==> src/rtl/input_conditioner_if.sv <==
// Key, switch and busy inputs plus the conditioned pulses, level and switch copies
// exchanged between the front-end driver and the input conditioner.
interface input_conditioner_if #(
   parameter int SW_WIDTH = 8
);
   logic                Run_n;
   logic                Clear_n;
   logic [SW_WIDTH-1:0] Sw_Raw;
   logic                Mult_Busy;
   logic                Run_Pulse;
   logic                Clear_Pulse;
   logic                Clear_Level;
   logic [SW_WIDTH-1:0] Sw_Sync;
   logic [SW_WIDTH-1:0] Sw_Latched;

   modport master (
      output Run_n, Clear_n, Sw_Raw, Mult_Busy,
      input  Run_Pulse, Clear_Pulse, Clear_Level, Sw_Sync, Sw_Latched
   );

   modport slave (
      input  Run_n, Clear_n, Sw_Raw, Mult_Busy,
      output Run_Pulse, Clear_Pulse, Clear_Level, Sw_Sync, Sw_Latched
   );
endinterface

==> src/rtl/input_conditioner.sv <==
// Synchronises and debounces the Run/Clear keys for the serial multiplier controller,
// emitting one-cycle press pulses, a Clear level and synchronised/latched operand switches.
module input_conditioner #(
   parameter int DB_CYCLES = 500000,
   parameter int SW_WIDTH  = 8
) (
   input logic                Clk,
   input logic                Reset,
   input_conditioner_if.slave bus
);
   localparam int CNT_W = $clog2(DB_CYCLES);
   localparam logic [CNT_W-1:0] CNT_LAST = CNT_W'(DB_CYCLES - 1);
   localparam int RUN = 0;
   localparam int CLR = 1;

   // Bit 1 of the encoding is the debounced level (PRESSED / RELEASE_WAIT).
   localparam logic [1:0] IDLE         = 2'b00;
   localparam logic [1:0] PRESS_WAIT   = 2'b01;
   localparam logic [1:0] PRESSED      = 2'b10;
   localparam logic [1:0] RELEASE_WAIT = 2'b11;

   logic [1:0]          key_p0;
   logic [1:0]          key_p1;
   logic [1:0]          s;
   logic [SW_WIDTH-1:0] sw_p0;
   logic [1:0]          state     [2];
   logic [1:0]          state_nxt [2];
   logic [CNT_W-1:0]    cnt       [2];
   logic [CNT_W-1:0]    cnt_nxt   [2];
   logic [1:0]          accept;

   // Stage p0/p1: two-flop synchronisers, keys idle released (1)
   always_ff @(posedge Clk) begin
      if (Reset) begin
         key_p0      <= 2'b11;
         key_p1      <= 2'b11;
         sw_p0       <= '0;
         bus.Sw_Sync <= '0;
      end else begin
         key_p0      <= {bus.Clear_n, bus.Run_n};
         key_p1      <= key_p0;
         sw_p0       <= bus.Sw_Raw;
         bus.Sw_Sync <= sw_p0;
      end
   end

   assign s = ~key_p1;

   always_comb begin
      accept = 2'b00;
      for (int k = 0; k < 2; k++) begin
         state_nxt[k] = state[k];
         cnt_nxt[k]   = cnt[k];
         case (state[k])
            IDLE: begin
               if (s[k]) begin
                  state_nxt[k] = PRESS_WAIT;
                  cnt_nxt[k]   = '0;
               end
            end
            PRESS_WAIT: begin
               if (!s[k]) begin
                  state_nxt[k] = IDLE;
               end else if (cnt[k] == CNT_LAST) begin
                  state_nxt[k] = PRESSED;
                  accept[k]    = 1'b1;
               end else begin
                  cnt_nxt[k] = cnt[k] + CNT_W'(1);
               end
            end
            PRESSED: begin
               if (!s[k]) begin
                  state_nxt[k] = RELEASE_WAIT;
                  cnt_nxt[k]   = '0;
               end
            end
            RELEASE_WAIT: begin
               if (s[k]) begin
                  state_nxt[k] = PRESSED;
               end else if (cnt[k] == CNT_LAST) begin
                  state_nxt[k] = IDLE;
               end else begin
                  cnt_nxt[k] = cnt[k] + CNT_W'(1);
               end
            end
         endcase
      end
   end

   always_ff @(posedge Clk) begin
      if (Reset) begin
         for (int k = 0; k < 2; k++) begin
            state[k] <= IDLE;
            cnt[k]   <= '0;
         end
      end else begin
         for (int k = 0; k < 2; k++) begin
            state[k] <= state_nxt[k];
            cnt[k]   <= cnt_nxt[k];
         end
      end
   end

   // Output stage: Clear beats Run on a shared accept edge; busy only gates Run
   always_ff @(posedge Clk) begin
      if (Reset) begin
         bus.Run_Pulse   <= 1'b0;
         bus.Clear_Pulse <= 1'b0;
         bus.Clear_Level <= 1'b0;
         bus.Sw_Latched  <= '0;
      end else begin
         bus.Run_Pulse   <= accept[RUN] && !bus.Mult_Busy && !accept[CLR];
         bus.Clear_Pulse <= accept[CLR];
         bus.Clear_Level <= state_nxt[CLR][1];
         if (accept[CLR]) begin
            bus.Sw_Latched <= bus.Sw_Sync;
         end
      end
   end
endmodule

==> src/flat_wrapper.sv <==
// flat-port wrapper written by rule: the top's interface ports become plain ports
module input_conditioner_flat 
#(
   parameter int DB_CYCLES = 500000,
   parameter int SW_WIDTH  = 8
)
  (Clk, Reset, bus_Run_n, bus_Clear_n, bus_Sw_Raw, bus_Mult_Busy, bus_Run_Pulse, bus_Clear_Pulse, bus_Clear_Level, bus_Sw_Sync, bus_Sw_Latched);
  input_conditioner_if #(.SW_WIDTH(SW_WIDTH)) bus_i ();
  input logic Clk;
  input logic Reset;
  input wire logic [$bits(bus_i.Run_n)-1:0] bus_Run_n;
  input wire logic [$bits(bus_i.Clear_n)-1:0] bus_Clear_n;
  input wire logic [$bits(bus_i.Sw_Raw)-1:0] bus_Sw_Raw;
  input wire logic [$bits(bus_i.Mult_Busy)-1:0] bus_Mult_Busy;
  output wire logic [$bits(bus_i.Run_Pulse)-1:0] bus_Run_Pulse;
  output wire logic [$bits(bus_i.Clear_Pulse)-1:0] bus_Clear_Pulse;
  output wire logic [$bits(bus_i.Clear_Level)-1:0] bus_Clear_Level;
  output wire logic [$bits(bus_i.Sw_Sync)-1:0] bus_Sw_Sync;
  output wire logic [$bits(bus_i.Sw_Latched)-1:0] bus_Sw_Latched;
  assign bus_i.Run_n = bus_Run_n;
  assign bus_i.Clear_n = bus_Clear_n;
  assign bus_i.Sw_Raw = bus_Sw_Raw;
  assign bus_i.Mult_Busy = bus_Mult_Busy;
  assign bus_Run_Pulse = bus_i.Run_Pulse;
  assign bus_Clear_Pulse = bus_i.Clear_Pulse;
  assign bus_Clear_Level = bus_i.Clear_Level;
  assign bus_Sw_Sync = bus_i.Sw_Sync;
  assign bus_Sw_Latched = bus_i.Sw_Latched;
  input_conditioner #(.DB_CYCLES(DB_CYCLES), .SW_WIDTH(SW_WIDTH)) u_core (.Clk(Clk), .Reset(Reset), .bus(bus_i));
endmodule
==> config.mk <==
export PLATFORM = sky130hd
export DESIGN_NAME = input_conditioner_flat
export DESIGN_NICKNAME = d
export VERILOG_FILES = /design/src/rtl/input_conditioner_if.sv /design/src/rtl/input_conditioner.sv /design/src/flat_wrapper.sv
export SDC_FILE = /design/constraint.sdc
export NUM_CORES = 1
export LEC_CHECK = 0
export BUFFER_PORTS_ARGS = -buffer_cell sky130_fd_sc_hd__buf_2
export CORE_ASPECT_RATIO = 1.75
export CORE_UTILIZATION = 54
export CTS_CLUSTER_DIAMETER = 50
export DETAILED_ROUTE_END_ITERATION = 16
export PLACE_DENSITY_LB_ADDON = 0.1
export SYNTH_ARGS = -nofsm -noshare
export SYNTH_HDL_FRONTEND = slang
export SYNTH_SLANG_ARGS = --single-unit
export TNS_END_PERCENT = 10
==> constraint.sdc <==
create_clock -name Clk -period 4.37 [get_ports Clk]
set_input_delay 0.437 -clock Clk [delete_from_list [all_inputs] [get_ports Clk]]
set_output_delay 0.437 -clock Clk [all_outputs]
set_load 0.1 [all_outputs]
# Word-level counts from Yosys, hierarchy flattened

Memories as Yosys holds them, arrays and structs flattened.
Index checks and enable logic that the tools add are counted.

Flip-flop bits (word level): 31
RAM bits: 42
Input bits: 13
Logic and storage cells: 70
Memories kept: 2

Add/sub/neg operators: 2
Equality and inequality tests: 8
Multiplexer cells: 39
Bitwise logic cells: 5
Reduce and logical (&&, ||, !) cells: 6

Memory list:

| memory       | words | bits a word | rd ports | clocked after Yosys merged registers in | wr ports | line                    | RTL |
|---|---|---|---|---|---|---|---|
| u_core.cnt   | 2     | 19          | 2        | 0                                       | 2        | input_conditioner.sv:28 | `logic [CNT_W-1:0] cnt [2];` |
| u_core.state | 2     | 2           | 2        | 0                                       | 2        | input_conditioner.sv:26 | `logic [1:0] state [2];` |

Operators by type and width:

| operator              | count |
|---|---|
| $mux 19               | 12 |
| $pmux 19 s4           | 2 |
| $add 19x1->19 const B | 2 |
| $eq 19x19->1 const B  | 2 |
| $mux 2                | 14 |
| $pmux 2 s4            | 2 |
| $mux 1                | 9 |
| $eq 2x2->1 const B    | 4 |
| $eq 2x1->1 const B    | 2 |
| $logic_not 2->1       | 2 |
| $or 1x1->1            | 4 |
| $logic_and 1x1->1     | 2 |
| $logic_not 1->1       | 2 |
| $not 2->2             | 1 |

# Logic depth before layout (Yosys ltp)

Word-level depth: 6
Gate-level depth with buffers: 9
Mapped depth without buffers: 8

# Worst setup path before layout

No wires, ideal clock.

Path type: register to register
Start point: register (tool-made name)
End point: memory u_core.cnt[0][21] (netlist name)
Setup time: 128 ps
Data arrival time: 2507 ps
Data required time: 4242 ps
Path slack: 1736 ps
Stages on the path, launching flop included: 8
Buffers on the path: 2
Period minus slack after synthesis: 2634 ps
Cells stage by stage: dfxtp_1 -> ha_1 -> xor2_1 -> nor3_1 -> or2_2 -> buf_1 -> clkbuf_1 -> nor2_1

RTL lines:

| what             | line |
|---|---|
| end: declaration | input_conditioner.sv:28 |

==> qor.txt <==
==============================================================================
Compound-gate portion of the synthesized area                            14.4%
Arrival time worst endpoint                                            2.95 ns
Via Count                                                                 2599
Buffers inserted by post-CTS timing repair                                   0
Capturing element of the worst setup path                         u_core.cnt[0][37]
Clock tree from TritonCTS                                                 done
Avg WL per Cell                                                        14.3 um
Setup clock skew after layout                                       0.00718 ns
Max IR drop VDD                                                       0.248 mV
Number of failing hold endpoints at the final stage                          0
Placeable core region                                                 5630 um2
Layout cell share with drive strength beyond 1                           16.5%
Synth Warn #                                                                 0
Final core utilization                                                   63.5%
Number of cell instances on the worst register-to-register path              6
Number of nets in the layout                                               401
Final HPWL from detailed placement                                     4630 um
Sw Ratio                                                                 26.6%
Gate Count Post-Synth                                                      355
Fraction of registers with async set or reset after synthesis               0%
Num ports                                                                   32
Die Ht                                                                  103 um
Global route total overflow                                                  0
Fin Setup TNS                                                             0 ns
Post-route antenna net violation count                                       0
Synth unique cells                                                          46
GPL Wtd Cong                                                             0.890
Die span in x                                                          60.0 um
Number of enable-type register cells in the synthesized netlist              0
Sequential cell area fraction in the yosys report                        45.4%
Share of synthesized area spent on multiplexers                          2.84%
Clock buffer count from CTS                                                  9
Synth-to-layout area growth                                              12.6%
DRC viols                                                                    0
Initial antenna violation count                                              0
Sum of met2 wire segment lengths after detailed routing                3510 um
Hold Path Class                                                         in2reg
Measured slew at the worst slew-check pin                             0.839 ns
CP Launch Point                                                   u_core.cnt[0][23]
Number of max-cap violations                                                 0
Part of the total power dissipated in combinational logic                 7.5%
Time the worst path needs with I/O delays and setup                    2.66 ns
CTS clk-pin slew, worst paths                                          0.07 ns
Violation count after the first detailed-route iteration                   155
Total setup violations reported at the end of the flow                       0
Final worst-path cycle share                                             60.8%
Leak                                                                   1.32 nW
Vias in the first global route                                            2473
Cell Rows                                                                   36
Biggest area contributors in the synthesized netlist              sky130_fd_sc_hd__dfxtp_1, sky130_fd_sc_hd__xnor2_1, sky130_fd_sc_hd__nor2_1, sky130_fd_sc_hd__a21oi_1, sky130_fd_sc_hd__nor2b_1
Most common flop cell mapped by yosys                             sky130_fd_sc_hd__dfxtp_1
Share of the synthesized area in the top cell type                       45.4%
Total nets after synthesis                                                 373
CP Max Fanout                                                               17
Category of the worst setup path launch point                         register
Number of buffers added to fix hold violations after cts                     0
RSZ-0062 raised after global routing                                     false
Total power per unit cell area                                      358 nW/um2
Highest metal layer with signal wires                                     met4
Die area                                                              6200 um2
Maximum number of pins on one net before global-route repair                43
Global-route wire length before repair                                11000 um
Number of cells after detailed placement                                   448
Cell area after technology mapping                                    3180 um2
Worst relative slew slack                                                43.6%
R2R Path End                                                      u_core.cnt[0][37]
Xor-xnor portion of the synthesized cell area                            6.07%
Post-DR vias/cell                                                         5.60
Minimum setup slack after placement                                    1.71 ns
Cell type with the highest aggregate area in the netlist          sky130_fd_sc_hd__dfxtp_1
Post-Synthesis Mean Instance Area                                     8.95 um2
Simple logic cell fraction of the synthesized area                       26.0%
Diode insertion count for antenna repair                                     0
List of most frequent post-synthesis cells                        sky130_fd_sc_hd__dfxtp_1, sky130_fd_sc_hd__nor2_1, sky130_fd_sc_hd__a21oi_1
Dominant cell by count in the synthesized netlist                 sky130_fd_sc_hd__dfxtp_1
Launch instance of the worst register-to-register path            u_core.cnt[0][23]
Num Clock Sinks                                                             72
Length of the first detailed-routing pass in iterations                      4
Internal power                                                          938 uW
Total Power                                                            1.28 mW
Data required, critical path                                           4.66 ns
Combinational family with the most area after synthesis           simple AND/OR/NAND/NOR gates
Count of instances resized after the clock tree is built                     0
Register bit count reported by yosys                                        72
Critical path class                                                    reg2reg
Sequential fraction of design power                                      53.1%
Initial core utilization                                                 56.4%
Total track usage                                                        24.2%
Clock Power Share                                                        39.4%
Result of the run                                                 finished, final reports clean
Worst Setup Slack, final                                               1.71 ns
Cell at the root of the clock tree                                sky130_fd_sc_hd__clkbuf_8
H-tree depth                                                                 3
Routed wire length on met3                                              192 um
Peak Freq                                                              376 MHz
Worst setup slack for register-to-register paths                       1.71 ns
Cell Count, Final, Fillers Out                                             464
Sort of element at the end of the critical path                       register
Max Transition Viols Final                                                   0
Clk Latency, worst-skew pair                                           0.36 ns
Area share of fa/ha/maj cells after synthesis                            1.97%
Net Sw Power                                                            341 uW
Total routed wirelength                                                6630 um
Clk buf depth                                                                2
Port bufs                                                                   31
Detailed-route wire length on metal 1                                  2760 um
==============================================================================
==> flip-flops by register name (all words and copies together) (netlist names), named ones only <==
signal                  flops
u_core.cnt                 38
u_core.bus.Sw_Sync          8
u_core.sw_p0                8
u_core.bus.Clear_Pulse      1
u_core.bus.Sw_Latched       8
u_core.state                2
u_core.key_p1               2
u_core.key_p0               2
u_core.bus.Run_Pulse        1
==> routing by layer <==
layer / up-vias / track usage, %
met1: 1226 / 25.4
met4: 0 / 15.0
li1: 1318 / -
met5: - / 0
met3: 16 / 5.85
met2: 39 / 42.2
==> layout make-up <==
type | instances | area, um2
fill | 511 | 2050
multi-input combinational | 257 | 1640
sequential | 72 | 1440
timing repair buffer | 33 | 170
clock buffer | 11 | 151
tap | 76 | 95.1
clock inverter | 5 | 40.0
inverter | 10 | 37.5
==> kinds of logic after synthesis <==
family	after synthesis
adder cells (fa/ha/maj)	5
flip-flops	72
multiplexers	9
XOR/XNOR	22
AO/OA/AOI/OAI	67
AND/OR/NAND/NOR	154
buffers and inverters	26
==> power groups by stage <==
| stage | combinational (mW) | sequential [mW] | clock [mW] |
|---|---|---|---|
| after floorplan | 0.0538 | 0.715 | 0 |
| after CTS | 0.0976 | 0.679 | 0.513 |
| after global routing | 0.107 | 0.681 | 0.541 |
| final | 0.0965 | 0.679 | 0.503 |
| after detailed placement | 0.0973 | 0.694 | 0 |
| after global placement | 0.0952 | 0.694 | 0 |
==> metrics by stage <==
| stage | hold slack, ns | instance area (um2) |
|---|---|---|
| after detailed placement | 0.394 | 3390 |
| after floorplan | 0.389 | 3180 |
| after CTS | 0.244 | 3580 |
| after global routing | 0.262 | 3580 |
| after global placement | 0.392 | 3390 |
| final | 0.259 | 3580 |
==> worst min path at each step <==
stage | startpoint | to | slack, ns | cells after the start
2_1_floorplan | u_core.key_p0[0] | u_core.key_p1[0] | 0.39 | 1
3_3_place_gp | u_core.key_p0[1] | u_core.key_p1[1] | 0.39 | 1
3_5_place_dp | u_core.key_p0[1] | u_core.key_p1[1] | 0.39 | 1
4_1_cts | bus_Clear_n | u_core.key_p0[1] | 0.24 | 2
5_1_grt | bus_Clear_n | u_core.key_p0[1] | 0.26 | 2
6_report | bus_Clear_n | u_core.key_p0[1] | 0.26 | 2
==> layout by cell type, fill, tap and decap left out, types with 4 or more instances in the layout <==
master                     count
sky130_fd_sc_hd__inv_1        10
sky130_fd_sc_hd__nand4_1      10
sky130_fd_sc_hd__ha_1          5
sky130_fd_sc_hd__o21ai_0       6
sky130_fd_sc_hd__dfxtp_1      72
sky130_fd_sc_hd__a31oi_1      12
sky130_fd_sc_hd__nor4_1        6
sky130_fd_sc_hd__clkbuf_8     11
sky130_fd_sc_hd__a211oi_1      6
sky130_fd_sc_hd__nand2_1      20
sky130_fd_sc_hd__nor3b_1       4
sky130_fd_sc_hd__nor2b_1      17
sky130_fd_sc_hd__xnor2_1      19
sky130_fd_sc_hd__or2_2         8
sky130_fd_sc_hd__mux2i_1       9
sky130_fd_sc_hd__nor2_1       36
sky130_fd_sc_hd__a21oi_1      24
sky130_fd_sc_hd__nor3_1        8
sky130_fd_sc_hd__buf_2        31
sky130_fd_sc_hd__a22o_1        6
sky130_fd_sc_hd__and3_1        9
sky130_fd_sc_hd__nand3_1      14
==> critical path: stages, from the launching register on <==
cell                       delay (ns)
sky130_fd_sc_hd__dfxtp_1         0.45
sky130_fd_sc_hd__nand4b_1        0.12
sky130_fd_sc_hd__or4_1           0.65
sky130_fd_sc_hd__a311oi_4        0.76
sky130_fd_sc_hd__a21oi_1         0.24
sky130_fd_sc_hd__a31o_1          0.26
sky130_fd_sc_hd__a21oi_1         0.11
(Power assumes the default switching activity.)
